## config.mk

```make
export PLATFORM = sky130hd
export DESIGN_NAME = arrow_sprite_engine_flat
export DESIGN_NICKNAME = d
export VERILOG_FILES = /design/src/rtl/arrow_sprite_engine_pkg.sv /design/src/rtl/arrow_sprite_engine_if.sv /design/src/rtl/arrow_sprite_engine_hit.sv /design/src/rtl/arrow_sprite_engine.sv /design/src/flat_wrapper.sv
export SDC_FILE = /design/constraint.sdc
export NUM_CORES = 1
export LEC_CHECK = 0
export CAP_MARGIN = 20
export CORE_MARGIN = 1
export CORE_UTILIZATION = 28
export CTS_CLUSTER_SIZE = 12
export DETAILED_ROUTE_END_ITERATION = 8
export GPL_ROUTABILITY_DRIVEN = 1
export PLACE_DENSITY = 0.53
export SLEW_MARGIN = 5
export SYNTH_ARGS = -nofsm -noshare
export SYNTH_HDL_FRONTEND = slang
export SYNTH_SLANG_ARGS = --single-unit
```

## constraint.sdc

```tcl
create_clock -name clk -period 3.8 [get_ports clk]
set_input_delay 0.95 -clock clk [delete_from_list [all_inputs] [get_ports clk]]
set_output_delay 0.95 -clock clk [all_outputs]
set_load 0.02 [all_outputs]
```

## src/rtl/arrow_sprite_engine_pkg.sv

```systemverilog
// Shared types and helpers for the multi-sprite arrow overlay.
package arrow_sprite_engine_pkg;

    // Direction codes: the arrow tip points in this direction from the base centre.
    typedef enum logic [1:0] {
        DIR_EAST  = 2'd0,
        DIR_WEST  = 2'd1,
        DIR_NORTH = 2'd2,
        DIR_SOUTH = 2'd3
    } dir_e;

    localparam int ARROW_SIZE_DEFAULT = 8;

    // Slot index width, never below one bit so a single-sprite build still has a port.
    function automatic int idx_width(input int n);
        return (n <= 1) ? 1 : $clog2(n);
    endfunction

endpackage

```

## src/rtl/arrow_sprite_engine_if.sv

```systemverilog
// Sprite update bus: one write per cycle into the pending slot table.
interface arrow_sprite_engine_if
    import arrow_sprite_engine_pkg::*;
#(
    parameter int N_SPRITES = 4,
    parameter int COORD_W   = 11
);
    localparam int IDX_W = idx_width(N_SPRITES);

    logic               upd_we;
    logic [IDX_W-1:0]   upd_idx;
    logic [COORD_W-1:0] upd_px;
    logic [COORD_W-1:0] upd_py;
    dir_e               upd_dir;
    logic               upd_en;
    logic               upd_blink;

    modport master (
        output upd_we, upd_idx, upd_px, upd_py, upd_dir, upd_en, upd_blink
    );

    modport slave (
        input upd_we, upd_idx, upd_px, upd_py, upd_dir, upd_en, upd_blink
    );

endinterface

```

## src/rtl/arrow_sprite_engine_hit.sv

```systemverilog
// Per-sprite hit test: first stage rotates the pixel offset into the arrow's frame,
// second stage (combinational from the registered values) tests the triangle.
module arrow_hit_unit
    import arrow_sprite_engine_pkg::*;
#(
    parameter int COORD_W    = 11,
    parameter int ARROW_SIZE = ARROW_SIZE_DEFAULT
) (
    input  logic               clk,
    input  logic               rst_n,
    input  logic [COORD_W-1:0] x,
    input  logic [COORD_W-1:0] y,
    input  logic [COORD_W-1:0] px,
    input  logic [COORD_W-1:0] py,
    input  dir_e               dir,
    input  logic               vis,
    output logic               hit
);

    localparam logic signed [COORD_W:0] SIZE_S = (COORD_W+1)'(ARROW_SIZE);

    logic signed [COORD_W:0] dx;
    logic signed [COORD_W:0] dy;
    logic signed [COORD_W:0] fwd_d;
    logic signed [COORD_W:0] side_d;
    logic signed [COORD_W:0] fwd_q;
    logic signed [COORD_W:0] side_q;
    logic signed [COORD_W:0] limit;
    logic                    vis_q;

    // One extra bit keeps the offset from wrapping for any pair of screen coordinates.
    assign dx = $signed({1'b0, x}) - $signed({1'b0, px});
    assign dy = $signed({1'b0, y}) - $signed({1'b0, py});

    // Rotate the offset so "fwd" runs from base toward tip and "side" across the base.
    always_comb begin
        fwd_d  = dx;
        side_d = dy;
        case (dir)
            DIR_EAST:  begin fwd_d = dx;  side_d = dy; end
            DIR_WEST:  begin fwd_d = -dx; side_d = dy; end
            DIR_NORTH: begin fwd_d = -dy; side_d = dx; end
            DIR_SOUTH: begin fwd_d = dy;  side_d = dx; end
            default:   begin fwd_d = dx;  side_d = dy; end
        endcase
    end

    // First pipeline stage register.
    always_ff @(posedge clk or negedge rst_n) begin
        if (!rst_n) begin
            fwd_q  <= '0;
            side_q <= '0;
            vis_q  <= 1'b0;
        end else begin
            fwd_q  <= fwd_d;
            side_q <= side_d;
            vis_q  <= vis;
        end
    end

    // Half-width of the triangle shrinks by one pixel per pixel of forward travel.
    assign limit = SIZE_S - fwd_q;
    assign hit   = vis_q & ~fwd_q[COORD_W] & (fwd_q <= SIZE_S)
                 & (side_q <= limit) & (side_q >= -limit);

endmodule

```

## src/rtl/arrow_sprite_engine.sv

```systemverilog
// Multi-sprite arrow overlay: double-buffered slot table, blink frame counter,
// per-sprite hit units and a lowest-index priority encoder, latency 2.
module arrow_sprite_engine
    import arrow_sprite_engine_pkg::*;
#(
    parameter int  N_SPRITES  = 4,
    parameter int  ARROW_SIZE = ARROW_SIZE_DEFAULT,
    parameter int  COORD_W    = 11,
    parameter int  BLINK_LOG2 = 5,
    localparam int IDX_W      = idx_width(N_SPRITES)
) (
    input  logic                  clk,
    input  logic                  rst_n,
    input  logic                  frame_start,
    input  logic                  de_in,
    input  logic [COORD_W-1:0]    x,
    input  logic [COORD_W-1:0]    y,
    arrow_sprite_engine_if.slave  upd,
    output logic                  de_out,
    output logic                  pixel_on,
    output logic [IDX_W-1:0]      sprite_id
);

    typedef struct packed {
        logic [COORD_W-1:0] px;
        logic [COORD_W-1:0] py;
        dir_e               dir;
        logic               en;
        logic               blink;
    } slot_t;

    slot_t                 pending [N_SPRITES];
    slot_t                 active  [N_SPRITES];
    logic [BLINK_LOG2-1:0] frame_cnt;
    logic [N_SPRITES-1:0]  vis;
    logic [N_SPRITES-1:0]  hit;
    logic                  de_s1;
    logic [IDX_W-1:0]      hit_id;

    // Pending table: CPU-side writes; indices past the last slot match nothing.
    always_ff @(posedge clk or negedge rst_n) begin
        if (!rst_n) begin
            for (int i = 0; i < N_SPRITES; i++) pending[i] <= '0;
        end else if (upd.upd_we) begin
            for (int i = 0; i < N_SPRITES; i++) begin
                if (upd.upd_idx == IDX_W'(i)) begin
                    pending[i].px    <= upd.upd_px;
                    pending[i].py    <= upd.upd_py;
                    pending[i].dir   <= upd.upd_dir;
                    pending[i].en    <= upd.upd_en;
                    pending[i].blink <= upd.upd_blink;
                end
            end
        end
    end

    // Active table and blink counter advance together at the start of vblank.
    always_ff @(posedge clk or negedge rst_n) begin
        if (!rst_n) begin
            for (int i = 0; i < N_SPRITES; i++) active[i] <= '0;
            frame_cnt <= '0;
        end else if (frame_start) begin
            for (int i = 0; i < N_SPRITES; i++) active[i] <= pending[i];
            frame_cnt <= frame_cnt + 1'b1;
        end
    end

    // Blinking slots are suppressed during the upper half of the frame-counter period.
    always_comb begin
        vis = '0;
        for (int i = 0; i < N_SPRITES; i++)
            vis[i] = active[i].en & ~(active[i].blink & frame_cnt[BLINK_LOG2-1]);
    end

    for (genvar i = 0; i < N_SPRITES; i++) begin : g_hit
        arrow_hit_unit #(
            .COORD_W    (COORD_W),
            .ARROW_SIZE (ARROW_SIZE)
        ) u_hit (
            .clk   (clk),
            .rst_n (rst_n),
            .x     (x),
            .y     (y),
            .px    (active[i].px),
            .py    (active[i].py),
            .dir   (active[i].dir),
            .vis   (vis[i]),
            .hit   (hit[i])
        );
    end

    // Lowest-index covering slot wins; scanning downward leaves the smallest one.
    always_comb begin
        hit_id = '0;
        for (int i = N_SPRITES - 1; i >= 0; i--)
            if (hit[i]) hit_id = IDX_W'(i);
    end

    // Display-enable delay and registered outputs of the second stage.
    always_ff @(posedge clk or negedge rst_n) begin
        if (!rst_n) begin
            de_s1     <= 1'b0;
            de_out    <= 1'b0;
            pixel_on  <= 1'b0;
            sprite_id <= '0;
        end else begin
            de_s1     <= de_in;
            de_out    <= de_s1;
            pixel_on  <= de_s1 & (|hit);
            sprite_id <= (de_s1 & (|hit)) ? hit_id : '0;
        end
    end

endmodule

```

## src/flat_wrapper.sv

```systemverilog
// flat-port wrapper written by rule: the top's interface ports become plain ports
module arrow_sprite_engine_flat import arrow_sprite_engine_pkg::*;
#(
    parameter int  N_SPRITES  = 4,
    parameter int  ARROW_SIZE = ARROW_SIZE_DEFAULT,
    parameter int  COORD_W    = 11,
    parameter int  BLINK_LOG2 = 5,
    localparam int IDX_W      = idx_width(N_SPRITES)
)
  (clk, rst_n, frame_start, de_in, x, y, de_out, pixel_on, sprite_id, upd_upd_we, upd_upd_idx, upd_upd_px, upd_upd_py, upd_upd_dir, upd_upd_en, upd_upd_blink);
  arrow_sprite_engine_if #(.N_SPRITES(N_SPRITES), .COORD_W(COORD_W)) upd_i ();
  input  logic clk;
  input  logic rst_n;
  input  logic frame_start;
  input  logic de_in;
  input  logic [COORD_W-1:0] x;
  input  logic [COORD_W-1:0] y;
  output logic de_out;
  output logic pixel_on;
  output logic [IDX_W-1:0] sprite_id;
  input wire logic [$bits(upd_i.upd_we)-1:0] upd_upd_we;
  input wire logic [$bits(upd_i.upd_idx)-1:0] upd_upd_idx;
  input wire logic [$bits(upd_i.upd_px)-1:0] upd_upd_px;
  input wire logic [$bits(upd_i.upd_py)-1:0] upd_upd_py;
  input wire logic [$bits(upd_i.upd_dir)-1:0] upd_upd_dir;
  input wire logic [$bits(upd_i.upd_en)-1:0] upd_upd_en;
  input wire logic [$bits(upd_i.upd_blink)-1:0] upd_upd_blink;
  assign upd_i.upd_we = upd_upd_we;
  assign upd_i.upd_idx = upd_upd_idx;
  assign upd_i.upd_px = upd_upd_px;
  assign upd_i.upd_py = upd_upd_py;
  assign upd_i.upd_dir = upd_upd_dir;
  assign upd_i.upd_en = upd_upd_en;
  assign upd_i.upd_blink = upd_upd_blink;
  arrow_sprite_engine #(.N_SPRITES(N_SPRITES), .ARROW_SIZE(ARROW_SIZE), .COORD_W(COORD_W), .BLINK_LOG2(BLINK_LOG2)) u_core (.clk(clk), .rst_n(rst_n), .frame_start(frame_start), .de_in(de_in), .x(x), .y(y), .upd(upd_i), .de_out(de_out), .pixel_on(pixel_on), .sprite_id(sprite_id));
endmodule
```

==> flow_summary.yaml <==
status:
  outcome: "complete, but fails checks"
  violations: "design-rule violations, negative setup slack"
clock_network:
  cts.sinks: 318
  cts_buffers: 39
  tritoncts: "yes"
  ctsLongestPathBuffers: 3
  cts.clk_slew.worst_paths_ns: 0.06
  root_buffer: "clkbuf_16"
  insertion_delay_ns: 0.57
  htreeDepth: 2
placed_design:
  dp.final_hpwl_mm: 47.75
  globalplace.congestion: 0.9045
  port_buffers: 58
  placed_cell_area_um2: 25180
  pre_cts_ws_ns: -0.7632
floorplan:
  die_y_um: 274.5
  core_area_um2: 73210
  rows: 99
  die_w_um: 274.5
  die_area_um2: 75350
  start_util: 0.2840
  io_pins: 59
synthesis:
  netlist-cell-type-count: 88
  synthTopCellsByArea: "dfrtp_1 38%, ha_1 11%, mux2_2 7.4%"
  ys_seq_elements: 318
  netlist_top_cells_count: "318 x dfrtp_1, 220 x nand2_1, 191 x ha_1, 172 x o21ai_0, 153 x inv_1"
  ys_seq_area_frac: 0.3827
  synth_async_sr_flop_share: 1.000
  yosysMostFrequentCell: "dfrtp_1"
  yosysTopAreaCellShare: 0.3827
  synthFlopType: "dfrtp_1"
  syn_inst: 2166
  synth_area_per_cell_um2: 9.599
  synth_area_um2: 20790
  synth_warnings: 0
  synth.largest_area_cell: "dfrtp_1"
  synth_edf_count: 0
  synth.net_count: 2420
critical_path:
  r2r_setup_slack_ns: -0.21
  rr_startpoint: "u_core.g_hit[3].u_hit.fwd_q[0]$_DFF_PN0_"
  critPathCaptureType: "register"
  ff2ff_path_depth: 20
  worstPathRequired_ns: 4.25
  cp.arrival_ns: 4.46
  crit_type: "register to register"
  crit_path_start_kind: "register"
  cp_max_fo: 4
  r2r_end: "u_core.pixel_on$_DFF_PN0_"
pwr:
  p_leak_nw: 12.30
  ir_worst_vdd_v: 0.0003261
  powerDensity_nw_per_um2: 722.0
drt:
  drt_iter0_markers: 1112
  vias: 17352
  detail-route-antenna-nets: 0
  routedWlPerCell_um: 17.33
  first_pass_iters: 7
  drc: 4
  routed_wirelength_mm: 61.86
  vias_per_cell: 4.862
final_layout:
  nets: 2837
  fill_cells: 7300
  drive_gt1_frac: 0.2510
  diodes: 0
  stdcell_area_um2: 26950
  regArea_um2: 7958
  multi_input_area_um2: 12220
  areaGrowthSynthToFinish_pct: 29.62
sta:
  fmax_mhz: 249.3
  fin_crit_sh: 1.056
  drv_slew: 0
  rsz0062_at_grt: "yes"
  fin_crit_ns: 4.011
  skew_ns: 0.02423
  tightest_slew_ns: 0.9501
  slew-limit-headroom: 0.3609
  setup_viol: 3
  worst_slack_ns: -0.2112
  hold_viol_final: 0
grt:
  grt_overflow: 0
  antenna_found_initial: 1
  grt_pass1_vias: 17302
  grt_max_degree: 92
  grt_pass1_wl_mm: 97.72
  grt_use_total: 0.1657
flow_run:
  cap_violations: 0
worst_hold_path:
  hold_path_class: "input port to asynchronous set/reset pin"
what timing repair did:
| action | CTS | global route |
|---|---|---|
| hold buffers | 0 | 0 |
| resized for setup | 33 | 17 |
| setup buffers | 16 | 5 |
| endpoints found under the setup margin | 14 | 19 |
| pin swaps | 21 | 11 |
stage by stage:
step / TNS [ns] / hold slack (ns) / util / total power, mW / cells
after global routing: -1.515 / 0.3680 / 0.3682 / 21.03 / 3569
after CTS: -0.5069 / 0.3488 / 0.3665 / 19.48 / 3565
after global placement: -14.28 / 0.3918 / 0.3440 / 14.83 / 3481
after floorplan: 0 / 0.3752 / - / 11.02 / 2166
final: -0.5379 / 0.3427 / 0.3682 / 19.46 / 3569
after detailed placement: -16.15 / 0.4021 / 0.3440 / 15.06 / 3481
sequential cells by signal (all words and copies together), names as in the netlist:
register	count
u_core.active	104
u_core.pending	104
u_core.g_hit.u_hit.fwd_q	48
u_core.g_hit.u_hit.side_q	48
u_core.frame_cnt	5
u_core.g_hit.u_hit.vis_q	4
u_core.sprite_id	2
u_core.de_out	1
u_core.de_s1	1
u_core.pixel_on	1
per-layer routing:
metal	routed length (um)	vias up	GRT usage
li1	-	8508	-
met3	2727	70	0.02172
met4	1226	2	0.04196
met1	30090	8430	0.2369
met2	27800	342	0.2621
met5	13	-	0
worst max-delay path by stage:
| stage | startpoint | end | slack [ns] | cells past startpoint |
|---|---|---|---|---|
| after floorplan | u_core.g_hit[3].u_hit.fwd_q[0]$_DFF_PN0_ | u_core.pixel_on$_DFF_PN0_ | 0.006 | 20 |
| after global placement | y[0] | u_core.g_hit[3].u_hit.fwd_q[10]$_DFF_PN0_ | -0.73 | 16 |
| after detailed placement | y[0] | u_core.g_hit[3].u_hit.fwd_q[10]$_DFF_PN0_ | -0.76 | 16 |
| after CTS | u_core.g_hit[3].u_hit.fwd_q[0]$_DFF_PN0_ | u_core.pixel_on$_DFF_PN0_ | -0.20 | 21 |
| after global routing | u_core.g_hit[3].u_hit.fwd_q[0]$_DFF_PN0_ | u_core.sprite_id[0]$_DFF_PN0_ | -0.51 | 21 |
| final | u_core.g_hit[3].u_hit.fwd_q[0]$_DFF_PN0_ | u_core.pixel_on$_DFF_PN0_ | -0.21 | 20 |
cells by family (layout without fill, tap and decap cells):
kind of cell    Yosys count  count (layout)  share of synthesized area
simple gates            614             614                     0.1412
compound gates          471             471                     0.1446
flops                   318             318                     0.3827
buf+inv                 219             663                    0.04152
fa+ha+maj               202             202                     0.1241
xor+xnor                174             174                    0.07432
mux                     168             168                    0.09153
cell usage in the layout, fill, tap and decap left out, types with 18 or more instances in the layout:
master	n
ha_1	189
nand3_1	46
o21ai_0	172
nand2_1	218
clkdlybuf4s50_1	53
nor2b_1	23
nor3_1	56
nand4_1	18
mux2_2	137
mux2i_1	27
a21oi_1	94
nand2b_1	26
and3_1	18
buf_4	370
a21o_1	31
a211oi_1	23
clkbuf_16	40
xnor2_1	93
xor2_1	72
dfrtp_1	318
nor2_1	118
inv_1	149
where the power goes:
part / leakage (nW) / switching, mW / total (mW) / internal, mW
clock network: 0.675 / 1.51 / 4.02 / 2.51
registers: 3.80 / 0.776 / 5.12 / 4.34
logic: 7.83 / 5.17 / 10.3 / 5.15
area by class of cell:
| class | instances | share of cell area |
|---|---|---|
| flip-flops and latches | 318 | 0.2953 |
| well taps | 959 | 0.04452 |
| repair buffers | 441 | 0.1341 |
| inverters | 154 | 0.02154 |
| clock inverters | 11 | 0.008449 |
| clock buffers | 57 | 0.04285 |
| multi-input cells | 1629 | 0.4533 |
critical path, cell delays in order (launching register included):
cell	delay, ns
dfrtp_1	0.41
inv_2	0.10
ha_4	0.15
nand2_4	0.05
a211oi_2	0.19
xor2_1	0.25
nand2_1	0.13
nor3b_2	0.25
nand2_2	0.11
buf_6	0.13
xnor2_2	0.13
ha_1	0.29
a2111o_1	0.45
a211oi_2	0.25
o31ai_2	0.13
nand4_1	0.20
a2111oi_4	0.06
a2bb2oi_2	0.15
buf_6	0.16
nand2b_4	0.06
o31a_1	0.23
Power figures use the tool's default switching activity.
